--- src/rtl/mem_access_master.sv ---
`default_nettype none
// ============================================================================
// Module   : mem_access_master
// Brief    : Single-outstanding load/store master. Accepts one byte/half/
//            word/double request, checks natural alignment, performs one
//            read or one masked write on a 64-bit memory port, and returns
//            an extended load result or a misalignment flag.
// Revision : 1.0 - initial release
// ============================================================================
module mem_access_master (
  input  logic        clock,
  input  logic        reset_n,
  input  logic        req_valid,
  output logic        req_ready,
  input  logic        req_wen,
  input  logic [63:0] req_addr,
  input  logic [63:0] req_wdata,
  input  logic [1:0]  req_size,
  input  logic        req_unsigned,
  output logic        resp_valid,
  input  logic        resp_ready,
  output logic [63:0] resp_rdata,
  output logic        resp_misalign,
  output logic        mem_rd_en,
  output logic [63:0] mem_rd_addr,
  input  logic [63:0] mem_rd_data,
  output logic        mem_we_en,
  output logic [63:0] mem_we_addr,
  output logic [63:0] mem_we_data,
  output logic [7:0]  mem_we_mask
);

  typedef enum logic [1:0] {
    IDLE  = 2'd0,
    READ  = 2'd1,
    WRITE = 2'd2,
    RESP  = 2'd3
  } state_t;

  state_t      state_q,         state_d;
  logic        req_ready_q,     req_ready_d;
  logic [2:0]  offset_q,        offset_d;
  logic [1:0]  size_q,          size_d;
  logic        unsigned_q,      unsigned_d;
  logic        resp_valid_q,    resp_valid_d;
  logic [63:0] resp_rdata_q,    resp_rdata_d;
  logic        resp_misalign_q, resp_misalign_d;
  logic        mem_rd_en_q,     mem_rd_en_d;
  logic [63:0] mem_rd_addr_q,   mem_rd_addr_d;
  logic        mem_we_en_q,     mem_we_en_d;
  logic [63:0] mem_we_addr_q,   mem_we_addr_d;
  logic [63:0] mem_we_data_q,   mem_we_data_d;
  logic [7:0]  mem_we_mask_q,   mem_we_mask_d;

  logic        req_misaligned;
  logic [7:0]  req_mask_base;
  logic [63:0] rd_shifted;
  logic [63:0] load_ext;

  // Alignment check and byte-enable pattern for the request being offered.
  always_comb begin
    req_misaligned = 1'b0;
    req_mask_base  = 8'h01;
    case (req_size)
      2'd0: begin req_misaligned = 1'b0;                 req_mask_base = 8'h01; end
      2'd1: begin req_misaligned = req_addr[0];          req_mask_base = 8'h03; end
      2'd2: begin req_misaligned = |req_addr[1:0];       req_mask_base = 8'h0F; end
      default: begin req_misaligned = |req_addr[2:0];    req_mask_base = 8'hFF; end
    endcase
  end

  // Right-justify the addressed bytes of the read word and extend to 64 bits.
  always_comb begin
    rd_shifted = mem_rd_data >> {offset_q, 3'b000};
    case (size_q)
      2'd0: load_ext = unsigned_q ? {56'd0, rd_shifted[7:0]}
                                  : {{56{rd_shifted[7]}}, rd_shifted[7:0]};
      2'd1: load_ext = unsigned_q ? {48'd0, rd_shifted[15:0]}
                                  : {{48{rd_shifted[15]}}, rd_shifted[15:0]};
      2'd2: load_ext = unsigned_q ? {32'd0, rd_shifted[31:0]}
                                  : {{32{rd_shifted[31]}}, rd_shifted[31:0]};
      default: load_ext = rd_shifted;
    endcase
  end

  // Next-state and next-output logic; enables and write data default low so
  // each memory strobe lasts exactly one cycle.
  always_comb begin
    state_d         = state_q;
    req_ready_d     = req_ready_q;
    offset_d        = offset_q;
    size_d          = size_q;
    unsigned_d      = unsigned_q;
    resp_valid_d    = resp_valid_q;
    resp_rdata_d    = resp_rdata_q;
    resp_misalign_d = resp_misalign_q;
    mem_rd_en_d     = 1'b0;
    mem_rd_addr_d   = mem_rd_addr_q;
    mem_we_en_d     = 1'b0;
    mem_we_addr_d   = mem_we_addr_q;
    mem_we_data_d   = 64'd0;
    mem_we_mask_d   = 8'd0;

    case (state_q)
      IDLE: begin
        req_ready_d = 1'b1;
        if (req_valid && req_ready_q) begin
          req_ready_d = 1'b0;
          offset_d    = req_addr[2:0];
          size_d      = req_size;
          unsigned_d  = req_unsigned;
          if (req_misaligned) begin
            state_d         = RESP;
            resp_valid_d    = 1'b1;
            resp_rdata_d    = 64'd0;
            resp_misalign_d = 1'b1;
          end else if (req_wen) begin
            state_d       = WRITE;
            mem_we_en_d   = 1'b1;
            mem_we_addr_d = {req_addr[63:3], 3'b000};
            mem_we_data_d = req_wdata << {req_addr[2:0], 3'b000};
            mem_we_mask_d = req_mask_base << req_addr[2:0];
          end else begin
            state_d       = READ;
            mem_rd_en_d   = 1'b1;
            mem_rd_addr_d = {req_addr[63:3], 3'b000};
          end
        end
      end
      READ: begin
        state_d         = RESP;
        resp_valid_d    = 1'b1;
        resp_rdata_d    = load_ext;
        resp_misalign_d = 1'b0;
      end
      WRITE: begin
        state_d         = RESP;
        resp_valid_d    = 1'b1;
        resp_rdata_d    = 64'd0;
        resp_misalign_d = 1'b0;
      end
      default: begin
        if (resp_ready) begin
          state_d      = IDLE;
          resp_valid_d = 1'b0;
          req_ready_d  = 1'b1;
        end
      end
    endcase
  end

  // State and registered outputs; reset abandons any access in flight.
  always_ff @(posedge clock or negedge reset_n) begin
    if (!reset_n) begin
      state_q         <= IDLE;
      req_ready_q     <= 1'b0;
      offset_q        <= 3'd0;
      size_q          <= 2'd0;
      unsigned_q      <= 1'b0;
      resp_valid_q    <= 1'b0;
      resp_rdata_q    <= 64'd0;
      resp_misalign_q <= 1'b0;
      mem_rd_en_q     <= 1'b0;
      mem_rd_addr_q   <= 64'd0;
      mem_we_en_q     <= 1'b0;
      mem_we_addr_q   <= 64'd0;
      mem_we_data_q   <= 64'd0;
      mem_we_mask_q   <= 8'd0;
    end else begin
      state_q         <= state_d;
      req_ready_q     <= req_ready_d;
      offset_q        <= offset_d;
      size_q          <= size_d;
      unsigned_q      <= unsigned_d;
      resp_valid_q    <= resp_valid_d;
      resp_rdata_q    <= resp_rdata_d;
      resp_misalign_q <= resp_misalign_d;
      mem_rd_en_q     <= mem_rd_en_d;
      mem_rd_addr_q   <= mem_rd_addr_d;
      mem_we_en_q     <= mem_we_en_d;
      mem_we_addr_q   <= mem_we_addr_d;
      mem_we_data_q   <= mem_we_data_d;
      mem_we_mask_q   <= mem_we_mask_d;
    end
  end

  assign req_ready     = req_ready_q;
  assign resp_valid    = resp_valid_q;
  assign resp_rdata    = resp_rdata_q;
  assign resp_misalign = resp_misalign_q;
  assign mem_rd_en     = mem_rd_en_q;
  assign mem_rd_addr   = mem_rd_addr_q;
  assign mem_we_en     = mem_we_en_q;
  assign mem_we_addr   = mem_we_addr_q;
  assign mem_we_data   = mem_we_data_q;
  assign mem_we_mask   = mem_we_mask_q;

endmodule
`default_nettype wire

--- config.mk ---
export PLATFORM = sky130hd
export DESIGN_NAME = mem_access_master
export DESIGN_NICKNAME = d
export VERILOG_FILES = /design/src/rtl/mem_access_master.sv
export SDC_FILE = /design/constraint.sdc
export NUM_CORES = 1
export LEC_CHECK = 0
export ABC_AREA = 1
export BUFFER_PORTS_ARGS = -buffer_cell sky130_fd_sc_hd__buf_2
export CAP_MARGIN = 25
export CORE_MARGIN = 2
export CORE_UTILIZATION = 33
export DETAILED_ROUTE_END_ITERATION = 16
export PLACE_DENSITY = 0.68
export REMOVE_ABC_BUFFERS = 1
export SKIP_LAST_GASP = 1
export SLEW_MARGIN = 20
export SYNTH_ARGS = -nofsm -noshare
export SYNTH_HDL_FRONTEND = slang
export SYNTH_SLANG_ARGS = --single-unit
--- constraint.sdc ---
create_clock -name clock -period 1.8 [get_ports clock]
set_input_delay 0.09 -clock clock [delete_from_list [all_inputs] [get_ports clock]]
set_output_delay 0.09 -clock clock [all_outputs]
set_load 0.05 [all_outputs]
==> out/qor.json <==
{
  "outcome": {
    "run_status": "finished, violations left",
    "violated_checks": "negative setup slack"
  },
  "finish": {
    "antenna_cells_inserted": 0,
    "final_design_area_no_fill_mm2": 0.0192,
    "nNetsFinal": 2492,
    "syn_to_final_growth_pct": 44.4,
    "finalCoreUtilization": 0.483,
    "multi_input_comb_area_mm2": 0.00557,
    "layout.filler_cells": 3831,
    "ff_latch_area_mm2": 0.00678,
    "drive_above_1_share": 0.289
  },
  "die": {
    "die-width_um": 205,
    "row_count": 73,
    "initial_cell_density_of_the_core": 0.335,
    "die_height_um": 205,
    "ios": 469,
    "fp.coreArea_mm2": 0.0398,
    "die-area_mm2": 0.0420
  },
  "logic_synthesis": {
    "yosys_warnings": 0,
    "netlist-cell-type-count": 38,
    "syn-mean-instance-area_um2": 7.75,
    "ys_seq_area_frac": 0.509,
    "syn_inst": 1719,
    "flops_latches_synth": 271,
    "netlist_area_mm2": 0.0133
  },
  "placement": {
    "globalplace.congestion": 0.887,
    "dpl.hpwl_um": 33600,
    "buffer_ports.inserted": 462,
    "placed_cell_area_mm2": 0.0163
  },
  "grt": {
    "grt_overflow": 0,
    "number_of_global_route_vias_before_repair": 13900,
    "grt_pass1_wl_um": 72700,
    "grt_antenna_before_repair": 5,
    "gr-usage-all-layers": 0.219,
    "grt_start_max_net_pins": 123
  },
  "setup_path": {
    "critPathBufInv": 4,
    "critical_path_depth": 13,
    "kind_of_critical_path": "reg2reg",
    "crit_path_top_delay_cell": "sky130_fd_sc_hd__dfrtp_1",
    "startpoint_type": "register",
    "worstSetupStartpoint": "offset_q[0]",
    "critPathCaptureType": "register",
    "critical_path.cell_chain": "clkinv_4 > buf_6 > nand2_2 > nand3_2 > nand3_2 > nand2_2 > nand2_2 > nand2_2 > inv_4 > nand2_8 > clkbuf_16 > nand3_2 > nand2_1",
    "worstPathMaxFanout": 7,
    "crit_required_ns": 2.21,
    "max_stage_delay_ns": 0.44,
    "critPathCapture": "resp_rdata[50]",
    "cell_mode_on_critical_path": "sky130_fd_sc_hd__nand2_2",
    "cell_type_group_with_the_largest_total_delay_on_the_critical_path": "simple AND/OR/NAND/NOR gates",
    "endpoint_of_the_worst_slack_reg_to_reg_timing_path": "resp_rdata[50]",
    "setup.reg_to_reg.worst_slack_ns": -0.01,
    "worst_r2r_path_depth": 13,
    "worstPathArrival_ns": 2.22,
    "regToRegStartpoint": "offset_q[0]"
  },
  "timing": {
    "worst_margin_slew_ns": 0.630,
    "rsz0062_at_grt": "true",
    "setup_ws_ns": -0.0114,
    "max_freq_mhz": 552,
    "timing.final.crit_period_ns": 1.81,
    "hold_viol": 0,
    "fin_setup_tns_ns": -0.0313,
    "timing.final.setup_violations": 4,
    "post-route-period-util": 1.01,
    "final_max_slew_viol_count": 0,
    "timing.max_slew.rel_slack": 0.580,
    "finalClockSkew_ns": 0.0208
  },
  "pwr": {
    "powerDensity_mw_per_mm2": 1830,
    "peak_vdd_ir_uv": 1150,
    "p_leak_uw": 0.0106
  },
  "cts": {
    "cts_sinks": 271,
    "clock_tree.htree_level_count": 2,
    "clockRootBuffer": "sky130_fd_sc_hd__clkbuf_16",
    "clock_tree.buffer_depth": 3,
    "cts.reportedPaths.clkPinSlew_ns": 0.06,
    "cts_tree": "done",
    "worst_skew_pair.late_latency_ns": 0.54,
    "inserted_clock_buffers": 34
  },
  "route": {
    "post_drt_via_cell_ratio": 5.06,
    "ant_nets": 0,
    "drtIter0Drc": 1106,
    "dr_total_vias": 14400,
    "drc": 0,
    "detail_route.wirelength_um": 50300,
    "detail_route.wl_per_cell_um": 17.7,
    "drt_pass1_iterations": 6
  },
  "hold_path": {
    "holdCritPathClass": "in2reg",
    "worstHoldStart": "req_wdata[13]"
  },
  "job": {
    "maxCapViolations": 0
  }
}
## logic make-up after synthesis
group                    count (synthesis)  share of synthesized area
other                                    1                   0.000281
multiplexers                             8                    0.00601
buffers and inverters                  265                     0.0871
AND/OR/NAND/NOR                        767                      0.230
AO/OA/AOI/OAI                          404                      0.165
flip-flops                             271                      0.509
adder cells (fa/ha/maj)                  3                    0.00282
## worst register-to-register path: cells and delay by family, from the launching register on
family | cells | cell delay [ns]
buf+inv | 4 | 0.61
simple gates | 9 | 0.64
flops | 1 | 0.44
## repair_timing
item,CTS,global route
endpoints found under the hold margin,273,0
setup buffers,0,12
setup endpoints to repair,41,187
hold buffers,108,0
pin swaps,0,11
gates cloned,0,14
resized for setup,1,70
## per-stage QoR
step,instances,setup slack [ns],power (µW),hold slack (ns)
final,2840,-0.0114,35200,0.0264
after global routing,2840,-0.0739,37000,0.0332
after CTS,2815,-0.0250,33600,0.000163
after detailed placement,2645,-0.0290,26100,0.120
after global placement,2645,0.0416,25800,0.116
after floorplan,1598,-1.44,20300,-0.206
## cells in the mapped netlist (all sizes together)
| cell type | instances | area (µm²) |
|---|---|---|
| a211oi | 7 | 52.6 |
| a21o | 1 | 7.51 |
| a21oi | 58 | 290 |
| a221oi | 8 | 95.1 |
| a22o | 2 | 17.5 |
| a22oi | 3 | 22.5 |
| a31oi | 2 | 12.5 |
| buf | 76 | 448 |
| clkbuf | 50 | 188 |
| conb | 1 | 3.75 |
| dfrtp | 271 | 6780 |
| ha | 3 | 37.5 |
| inv | 139 | 524 |
| mux2i | 8 | 80.1 |
| nand2 | 584 | 2210 |
| nand3 | 84 | 448 |
| nor2 | 89 | 347 |
| nor3 | 6 | 30.0 |
| o211ai | 25 | 188 |
| o21a | 1 | 7.51 |
| o21ai | 287 | 1440 |
| o21bai | 1 | 7.51 |
| o22ai | 8 | 50.1 |
| o31ai | 1 | 7.51 |
| or2 | 4 | 25.0 |
## cell type report
| cell class | count | area share |
|---|---|---|
| flip-flops and latches | 271 | 0.353 |
| multi-input cells | 1188 | 0.289 |
| repair buffers | 655 | 0.234 |
| clock buffers | 42 | 0.0495 |
| well taps | 525 | 0.0341 |
| inverters | 139 | 0.0278 |
| clock inverters | 20 | 0.0122 |
## state kept, by name, indices dropped and copies added (netlist names), 2 cells and up
register / count
state_q: 2
offset_q: 3
mem_we_data: 64
size_q: 2
mem_we_mask: 8
mem_we_addr: 61
resp_rdata: 64
mem_rd_addr: 61
## where the power goes
part / internal, µW / leakage [µW] / total [µW] / switching (µW)
sequential: 7950 / 0.00359 / 9100 / 1150
combinational: 5370 / 0.00643 / 18900 / 13600
clock: 4370 / 0.000588 / 7140 / 2780
## layout by cell type, fill, tap and decap left out, types with 5 or more instances in the layout
| master | instances |
|---|---|
| sky130_fd_sc_hd__a211oi_1 | 7 |
| sky130_fd_sc_hd__a21oi_1 | 57 |
| sky130_fd_sc_hd__buf_12 | 14 |
| sky130_fd_sc_hd__buf_2 | 461 |
| sky130_fd_sc_hd__buf_4 | 42 |
| sky130_fd_sc_hd__buf_6 | 15 |
| sky130_fd_sc_hd__clkbuf_16 | 44 |
| sky130_fd_sc_hd__clkbuf_8 | 5 |
| sky130_fd_sc_hd__clkinv_2 | 10 |
| sky130_fd_sc_hd__conb_1 | 6 |
| sky130_fd_sc_hd__dfrtp_1 | 269 |
| sky130_fd_sc_hd__dlygate4sd3_1 | 107 |
| sky130_fd_sc_hd__inv_1 | 132 |
| sky130_fd_sc_hd__mux2i_1 | 8 |
| sky130_fd_sc_hd__nand2_1 | 572 |
| sky130_fd_sc_hd__nand2_2 | 10 |
| sky130_fd_sc_hd__nand3_1 | 58 |
| sky130_fd_sc_hd__nand3_2 | 23 |
| sky130_fd_sc_hd__nor2_1 | 85 |
| sky130_fd_sc_hd__nor3_1 | 6 |
| sky130_fd_sc_hd__o211ai_1 | 25 |
| sky130_fd_sc_hd__o21ai_0 | 256 |
| sky130_fd_sc_hd__o21ai_1 | 30 |
| sky130_fd_sc_hd__o22ai_1 | 8 |
## metal layers
layer  up-vias  track usage  share of wire
met1      6805        0.258           0.38
met2       752        0.382           0.49
met5         -            0        0.00081
met3       145       0.0558          0.088
met4         6       0.0832          0.041
li1       6672            -              -
## worst min path at each step
stage | end | slack, ns | cells after the start
3_3_place_gp | resp_rdata[40] | 0.12 | 1
6_report | mem_we_data[21] | 0.03 | 5
2_1_floorplan | mem_rd_addr[10] | -0.21 | 0
4_1_cts | mem_we_data[21] | 0.0002 | 5
5_1_grt | mem_we_data[62] | 0.03 | 3
3_5_place_dp | resp_rdata[24] | 0.12 | 1
Power figures use the tool's default switching activity.
